[src/rtl/fp_pkg.sv]
// Shared types and constant builders for the sequential FP multiplier.
// Field layout is IEEE754-style {sign, exp, man}.
package fp_pkg;

  typedef enum logic [2:0] {
    IDLE,
    UNPK,
    MUL,
    NORM,
    RND
  } state_t;

  localparam int FLG_INV = 3;
  localparam int FLG_OVF = 2;
  localparam int FLG_UNF = 1;
  localparam int FLG_INX = 0;

  function automatic int bias(input int ew);
    return (1 << (ew - 1)) - 1;
  endfunction

  function automatic int word_w(input int ew, input int mw);
    return 1 + ew + mw;
  endfunction

  function automatic int sig_w(input int mw);
    return mw + 1;
  endfunction

  // Magnitude only; callers prepend the sign.
  function automatic logic [63:0] inf_bits(input int ew, input int mw);
    return ((64'd1 << ew) - 64'd1) << mw;
  endfunction

  function automatic logic [63:0] qnan_bits(input int ew, input int mw);
    return inf_bits(ew, mw) | (64'd1 << (mw - 1));
  endfunction

endpackage

[src/rtl/fp_round_pack.sv]
// RNE rounding, overflow/underflow detection and field packing.
// Purely combinational; special results bypass the datapath.
module fp_round_pack
  import fp_pkg::*;
#(
  parameter int EXP_W = 8,
  parameter int MAN_W = 23
) (
  input  logic                   sign,
  input  logic signed [EXP_W+1:0] exp_in,
  input  logic [MAN_W:0]         man_in,
  input  logic                   guard,
  input  logic                   rnd,
  input  logic                   sticky,
  input  logic                   spec_en,
  input  logic [EXP_W+MAN_W:0]   spec_res,
  input  logic [3:0]             spec_flg,
  output logic [EXP_W+MAN_W:0]   res,
  output logic [3:0]             flags
);

  localparam int W  = word_w(EXP_W, MAN_W);
  localparam int M  = sig_w(MAN_W);
  localparam int EW = EXP_W + 2;
  localparam logic [W-1:0] INF =
    W'(inf_bits(EXP_W, MAN_W));
  localparam logic signed [EW-1:0] EMAX =
    EW'((1 << EXP_W) - 1);

  logic             inc;
  logic [M:0]       man_r;
  logic [MAN_W-1:0] frac;
  logic signed [EW-1:0] exp_f;
  logic             inexact;
  logic             ovf;
  logic             unf;

  always_comb begin
    inc     = guard & (rnd | sticky | man_in[0]);
    man_r   = {1'b0, man_in} + {{M{1'b0}}, inc};
    // Carry-out means 1.11..1 rounded up to 10.00..0.
    frac    = man_r[M] ? man_r[MAN_W:1]
                       : man_r[MAN_W-1:0];
    exp_f   = exp_in + (man_r[M] ? EW'(1) : EW'(0));
    inexact = guard | rnd | sticky;
    ovf     = !exp_f[EW-1] && (exp_f >= EMAX);
    unf     = exp_f[EW-1] || (exp_f == '0);

    res            = {sign, exp_f[EXP_W-1:0], frac};
    flags          = '0;
    flags[FLG_INX] = inexact;

    if (spec_en) begin
      res   = spec_res;
      flags = spec_flg;
    end else if (ovf) begin
      res            = {sign, INF[W-2:0]};
      flags          = '0;
      flags[FLG_OVF] = 1'b1;
      flags[FLG_INX] = 1'b1;
    end else if (unf) begin
      res            = {sign, {(W-1){1'b0}}};
      flags          = '0;
      flags[FLG_UNF] = 1'b1;
      flags[FLG_INX] = 1'b1;
    end
  end

endmodule

[src/rtl/fp_mul_seq.sv]
// Sequential IEEE754-style multiplier: radix-2 shift-add mantissa
// product, fixed latency for every operand class, flush-to-zero.
module fp_mul_seq
  import fp_pkg::*;
#(
  parameter int EXP_W = 8,
  parameter int MAN_W = 23
) (
  input  logic                 sys_clk,
  input  logic                 sys_rst,
  input  logic [EXP_W+MAN_W:0] data1_in,
  input  logic [EXP_W+MAN_W:0] data2_in,
  input  logic                 trig,
  output logic                 busy,
  output logic [EXP_W+MAN_W:0] data_out,
  output logic                 vld,
  output logic [3:0]           exc_flags
);

  localparam int W  = word_w(EXP_W, MAN_W);
  localparam int M  = sig_w(MAN_W);
  localparam int EW = EXP_W + 2;
  localparam int CW = $clog2(M + 1);
  localparam logic [W-1:0] QNAN =
    W'(qnan_bits(EXP_W, MAN_W));
  localparam logic [W-1:0] INF =
    W'(inf_bits(EXP_W, MAN_W));
  localparam logic signed [EW-1:0] BIAS_S =
    EW'(bias(EXP_W));

  state_t state;
  state_t nxt;

  logic [W-1:0]         op_a;
  logic [W-1:0]         op_b;
  logic                 sgn;
  logic signed [EW-1:0] exp_s;
  logic [M-1:0]         ma;
  logic [2*M-1:0]       acc;
  logic [CW-1:0]        cnt;
  logic                 sp_en_q;
  logic [W-1:0]         sp_res_q;
  logic [3:0]           sp_flg_q;
  logic signed [EW-1:0] nexp;
  logic [M-1:0]         nman;
  logic                 ng;
  logic                 nr;
  logic                 ns;
  logic                 rnd_ph;
  logic [W-1:0]         res_q;
  logic [3:0]           flg_q;

  logic             a_s;
  logic             b_s;
  logic [EXP_W-1:0] a_e;
  logic [EXP_W-1:0] b_e;
  logic [MAN_W-1:0] a_m;
  logic [MAN_W-1:0] b_m;
  logic a_nan, a_inf, a_zero;
  logic b_nan, b_inf, b_zero;
  logic sgn_c;
  logic sp_en;
  logic [W-1:0] sp_res;
  logic [3:0]   sp_flg;
  logic [M:0]   sum;
  logic [W-1:0] rp_res;
  logic [3:0]   rp_flg;

  assign a_s = op_a[W-1];
  assign b_s = op_b[W-1];
  assign a_e = op_a[W-2 -: EXP_W];
  assign b_e = op_b[W-2 -: EXP_W];
  assign a_m = op_a[MAN_W-1:0];
  assign b_m = op_b[MAN_W-1:0];

  // Subnormals share the zero class: exp == 0 flushes to zero.
  always_comb begin
    a_nan  = (&a_e) & (|a_m);
    a_inf  = (&a_e) & ~(|a_m);
    a_zero = ~(|a_e);
    b_nan  = (&b_e) & (|b_m);
    b_inf  = (&b_e) & ~(|b_m);
    b_zero = ~(|b_e);
    sgn_c  = a_s ^ b_s;
    sp_en  = 1'b0;
    sp_res = '0;
    sp_flg = '0;
    if (a_nan | b_nan) begin
      sp_en  = 1'b1;
      sp_res = QNAN;
    end else if ((a_inf & b_zero) |
                 (b_inf & a_zero)) begin
      sp_en           = 1'b1;
      sp_res          = QNAN;
      sp_flg[FLG_INV] = 1'b1;
    end else if (a_inf | b_inf) begin
      sp_en  = 1'b1;
      sp_res = {sgn_c, INF[W-2:0]};
    end else if (a_zero | b_zero) begin
      sp_en  = 1'b1;
      sp_res = {sgn_c, {(W-1){1'b0}}};
    end
  end

  always_comb begin
    sum = {1'b0, acc[2*M-1:M]} +
          (acc[0] ? {1'b0, ma} : '0);
  end

  always_comb begin
    nxt = state;
    unique case (state)
      IDLE: if (trig) nxt = UNPK;
      UNPK: nxt = MUL;
      MUL:  if (cnt == CW'(MAN_W)) nxt = NORM;
      NORM: nxt = RND;
      RND:  if (rnd_ph) nxt = IDLE;
      default: nxt = IDLE;
    endcase
  end

  always_ff @(posedge sys_clk or posedge sys_rst) begin
    if (sys_rst) state <= IDLE;
    else         state <= nxt;
  end

  always_ff @(posedge sys_clk or posedge sys_rst) begin
    if (sys_rst) begin
      op_a      <= '0;
      op_b      <= '0;
      sgn       <= 1'b0;
      exp_s     <= '0;
      ma        <= '0;
      acc       <= '0;
      cnt       <= '0;
      sp_en_q   <= 1'b0;
      sp_res_q  <= '0;
      sp_flg_q  <= '0;
      nexp      <= '0;
      nman      <= '0;
      ng        <= 1'b0;
      nr        <= 1'b0;
      ns        <= 1'b0;
      rnd_ph    <= 1'b0;
      res_q     <= '0;
      flg_q     <= '0;
      data_out  <= '0;
      exc_flags <= '0;
      vld       <= 1'b0;
      busy      <= 1'b0;
    end else begin
      vld <= 1'b0;
      unique case (state)
        IDLE: begin
          if (trig) begin
            op_a <= data1_in;
            op_b <= data2_in;
            busy <= 1'b1;
          end
        end
        UNPK: begin
          sgn      <= sgn_c;
          exp_s    <= $signed({2'b00, a_e}) +
                      $signed({2'b00, b_e}) - BIAS_S;
          ma       <= {1'b1, a_m};
          acc      <= {{M{1'b0}}, 1'b1, b_m};
          cnt      <= '0;
          sp_en_q  <= sp_en;
          sp_res_q <= sp_res;
          sp_flg_q <= sp_flg;
        end
        MUL: begin
          acc <= {sum, acc[M-1:1]};
          cnt <= cnt + CW'(1);
        end
        NORM: begin
          if (acc[2*M-1]) begin
            nman <= acc[2*M-1 -: M];
            ng   <= acc[M-1];
            nr   <= acc[M-2];
            ns   <= |acc[M-3:0];
            nexp <= exp_s + EW'(1);
          end else begin
            nman <= acc[2*M-2 -: M];
            ng   <= acc[M-2];
            nr   <= acc[M-3];
            ns   <= |acc[M-4:0];
            nexp <= exp_s;
          end
        end
        RND: begin
          // Rounded word is registered before release so the
          // increment chain never reaches the output pins.
          if (!rnd_ph) begin
            res_q  <= rp_res;
            flg_q  <= rp_flg;
            rnd_ph <= 1'b1;
          end else begin
            data_out  <= res_q;
            exc_flags <= flg_q;
            vld       <= 1'b1;
            busy      <= 1'b0;
            rnd_ph    <= 1'b0;
          end
        end
        default: ;
      endcase
    end
  end

  fp_round_pack #(
    .EXP_W(EXP_W),
    .MAN_W(MAN_W)
  ) u_round_pack (
    .sign     (sgn),
    .exp_in   (nexp),
    .man_in   (nman),
    .guard    (ng),
    .rnd      (nr),
    .sticky   (ns),
    .spec_en  (sp_en_q),
    .spec_res (sp_res_q),
    .spec_flg (sp_flg_q),
    .res      (rp_res),
    .flags    (rp_flg)
  );

endmodule

[config.mk]
export PLATFORM = sky130hd
export DESIGN_NAME = fp_mul_seq
export DESIGN_NICKNAME = d
export VERILOG_FILES = /design/src/rtl/fp_pkg.sv /design/src/rtl/fp_round_pack.sv /design/src/rtl/fp_mul_seq.sv
export SDC_FILE = /design/constraint.sdc
export NUM_CORES = 1
export LEC_CHECK = 0
export CORE_UTILIZATION = 55
export DETAILED_ROUTE_END_ITERATION = 8
export DONT_BUFFER_PORTS = 1
export PLACE_DENSITY = 0.7
export SLEW_MARGIN = 20
export SYNTH_ARGS = -nofsm -noshare
export SYNTH_HDL_FRONTEND = slang
export SYNTH_SLANG_ARGS = --single-unit
export TNS_END_PERCENT = 10
[constraint.sdc]
create_clock -name sys_clk -period 13.4 [get_ports sys_clk]
set_input_delay 2.68 -clock sys_clk [delete_from_list [all_inputs] [get_ports sys_clk]]
set_output_delay 2.68 -clock sys_clk [all_outputs]
set_load 0.005 [all_outputs]
==> flow_summary.yaml <==
run_status:
  run_status: "complete, no violations"
pwr:
  switching_share: 0.364
  power_leakage_nw: 6.70
  internal_power_mw: 2.16
  p_comb_frac: 0.331
  ir_drop_mv: 0.144
  total_power_mw: 3.40
  powerDensity_nw_per_um2: 234
  seqPwrFrac: 0.428
  pwr-share-clk: 0.241
  switchingPower_mw: 1.24
cts:
  cts.path.max_buffers: 3
  cts_resized: 0
  clk_pin_slew_ns: 0.06
  root_buffer: "clkbuf_16"
  cts_buffers: 29
  clk_latency_ns: 0.54
  clock-sinks: 272
  htreeDepth: 1
  cts_hold_buf: 0
  cts_tree: "done"
  post_cts_buffers: 0
timing:
  worst_pin_slew_ns: 1.04
  finalHoldWorstSlack_ns: 0.466
  fin_skew_ns: 0.0103
  setup_violations: 0
  maxSlewHeadroom: 0.310
  min_period_ns: 4.18
  hold_violations: 0
  rsz0062_at_grt: "false"
  fin_tns_setup_ns: 0
  fin_crit_sh: 0.312
  clock.fmax_mhz: 239
  slew_violations: 0
setup_path:
  worst_setup_path_end_kind: "flop"
  cpMostUsedCell: "ha_1"
  critPathBufInv: 1
  cpLargestDelayFamily: "simple AND/OR/NAND/NOR gates"
  path_cells: "and2_1, ha_1, and3_1, nand3_1, or3_1, inv_1, ha_1, ha_1, nand4_1, xor2_1, o41ai_2, or4_4, a21oi_4, a32o_1"
  slowest_stage: "or4_4"
  startpoint_type: "flop"
  critical_path_class: "flop to flop"
  cp.required_ns: 13.87
  max_stage_delay_ns: 0.56
  path_max_fanout: 12
  crit_arrival_ns: 4.65
route:
  vias: 9132
  drcViolationCount: 0
  first_iter_violations: 547
  postRouteAntennaNets: 0
  wl_um: 26200
  first_pass_iters: 4
  wl_per_cell_um: 16.3
  routed_via_density: 5.67
synth:
  ys_warn_count: 0
  synth_top_area_frac: 0.510
  netlist_top_cells_area: "dfrtp_1, mux2_2, nand2_1, ha_1, o21ai_0"
  synth_seq_cells: 272
  ys_types: 56
  syn_avg_cell_area_um2: 10.3
  syn_area_um2: 13300
  synth_top_cell_by_area: "dfrtp_1"
  synth_ff_type: "dfrtp_1"
  seq_area_frac_synth: 0.510
  synth-edff-count: 0
  syn_inst: 1294
  synth_fp_nets: 1408
  async_flop_share: 1.00
flow_run:
  maxCapViolCount: 0
min_path:
  min_path_type: "flop to flop"
floorplanning:
  chipWidth_um: 158
  dieArea_um2: 24900
  die_h_um: 158
  start_util: 0.565
  core_area_um2: 23600
  ios: 105
  row_count: 56
finish:
  final_layout_size_suffix_gt1_frac: 0.129
  finalInstanceArea_um2: 14500
  post-route-util: 0.616
  ff_latch_area_um2: 6810
  fillers: 1972
  num_antenna_cells: 0
  nets: 1385
  multi_input_area_um2: 6200
  areaGrowthSynthToFinish_pct: 9.03
global_route:
  overflow: 0
  grt_pass1_wl_um: 44700
  globalRouteTotalUtil: 0.222
  first_global_vias: 8793
  grt_antenna_before_repair: 0
  grt_max_degree: 128
place:
  post-dp-hpwl_um: 18500
  port_buffers: 0
  gp_congestion: 0.881
  placed_area_um2: 13600
==> kinds of logic after synthesis <==
kind of cell	synth area share
AOI/OAI and AO/OA	0.114
xor gates and xnor gates	0.0394
adders and majority gates	0.0452
buffers and inverters	0.0254
DFF	0.510
muxes	0.104
and+or+nand+nor	0.161
==> cell usage in the layout, fill, tap and decap left out, drive strengths merged, types with 5 or more instances in the layout <==
cell type  instances
a21o              21
a21oi             35
a22o              12
a22oi             26
a31oi              7
and2              28
and3              13
and4               5
buf                8
clkbuf            42
dfrtp            272
ha                45
inv               21
mux2              97
mux2i             30
nand2            268
nand2b             9
nand3             34
nand4             21
nor2              33
nor3              10
nor4              20
o211ai             6
o21ai            101
o22a               5
or3                6
or4                7
xnor2             28
xor2              32
==> final timing paths <==
| kind | end | slack [ns] | cells after the start | start |
|---|---|---|---|---|
| setup / recovery | res_q[18]$_DFFE_PP0P_ | 9.22 | 14 | ng$_DFFE_PP0P_ |
| setup reg to reg | res_q[18]$_DFFE_PP0P_ | 9.22 | 14 | ng$_DFFE_PP0P_ |
| min in group asynchronous | exp_s[7]$_DFFE_PP0P_ | 2.14 | 1 | sys_rst |
| hold / removal | flg_q[0]$_DFFE_PP0P_ | 0.47 | 2 | flg_q[0]$_DFFE_PP0P_ |
| max in group asynchronous | state[2]$_DFFE_PP0P_ | 9.78 | 2 | sys_rst |
| hold reg to reg | flg_q[0]$_DFFE_PP0P_ | 0.47 | 2 | flg_q[0]$_DFFE_PP0P_ |
==> Yosys cell counts (7+ instances only) <==
| cell type | count |
|---|---|
| dfrtp_1 | 272 |
| nand2_1 | 268 |
| o21ai_0 | 101 |
| mux2_2 | 97 |
| clkbuf_1 | 50 |
| ha_1 | 45 |
| a21oi_1 | 34 |
| nand3_1 | 34 |
| nor2_1 | 33 |
| xor2_1 | 32 |
| mux2i_1 | 30 |
| and2_1 | 28 |
| xnor2_1 | 28 |
| a22oi_1 | 26 |
| a21o_1 | 21 |
| nand4_1 | 21 |
| inv_1 | 20 |
| nor4_1 | 19 |
| a22o_1 | 12 |
| and3_1 | 12 |
| nor3_1 | 10 |
| nand2b_1 | 9 |
| a31oi_1 | 7 |
| buf_1 | 7 |
==> metrics by stage <==
step	worst slack (ns)	std cells
6_report	9.22	1611
5_1_grt	8.86	1611
4_1_cts	9.22	1611
3_5_place_dp	9.12	1559
3_3_place_gp	9.11	1559
2_1_floorplan	3.22	1294
==> layer usage <==
layer	vias to the layer above	track usage	share of wire
met5	-	0	0
met4	0	0.0564	0.020
met3	40	0.0326	0.044
met2	183	0.334	0.43
met1	4365	0.334	0.50
li1	4544	-	-
==> power by group through the flow <==
stage	registers [mW]	logic (mW)	clock network [mW]
detailed placement	1.47	1.13	0
floorplan	1.34	0.966	0
global placement	1.45	1.10	0
CTS	1.45	1.13	0.836
finish	1.46	1.13	0.819
global route	1.51	1.28	0.867
==> state kept, by name, summed over array words and instances (netlist names), 10 cells and up <==
signal / count
acc: 48
data_out: 32
op_a: 32
op_b: 32
res_q: 32
ma: 24
nman: 24
exp_s: 10
nexp: 10
==> worst reg2reg max path, cell delays in order (launching register included) <==
cell and delay [ns]:
dfrtp_1 0.38, and2_1 0.22, ha_1 0.22, and3_1 0.28, nand3_1 0.15, or3_1 0.50
inv_1 0.22, ha_1 0.24, ha_1 0.28, nand4_1 0.14, xor2_1 0.28, o41ai_2 0.17
or4_4 0.56, a21oi_4 0.26, a32o_1 0.21
==> area by class of cell <==
type / instances / share of cell area
sequential: 272 / 0.468
multi-input combinational: 940 / 0.426
clock buffer: 42 / 0.0588
tap: 319 / 0.0274
clock inverter: 10 / 0.00946
inverter: 20 / 0.00568
timing repair buffer: 8 / 0.00413
Note: power is estimated with default switching activity, not from simulation.
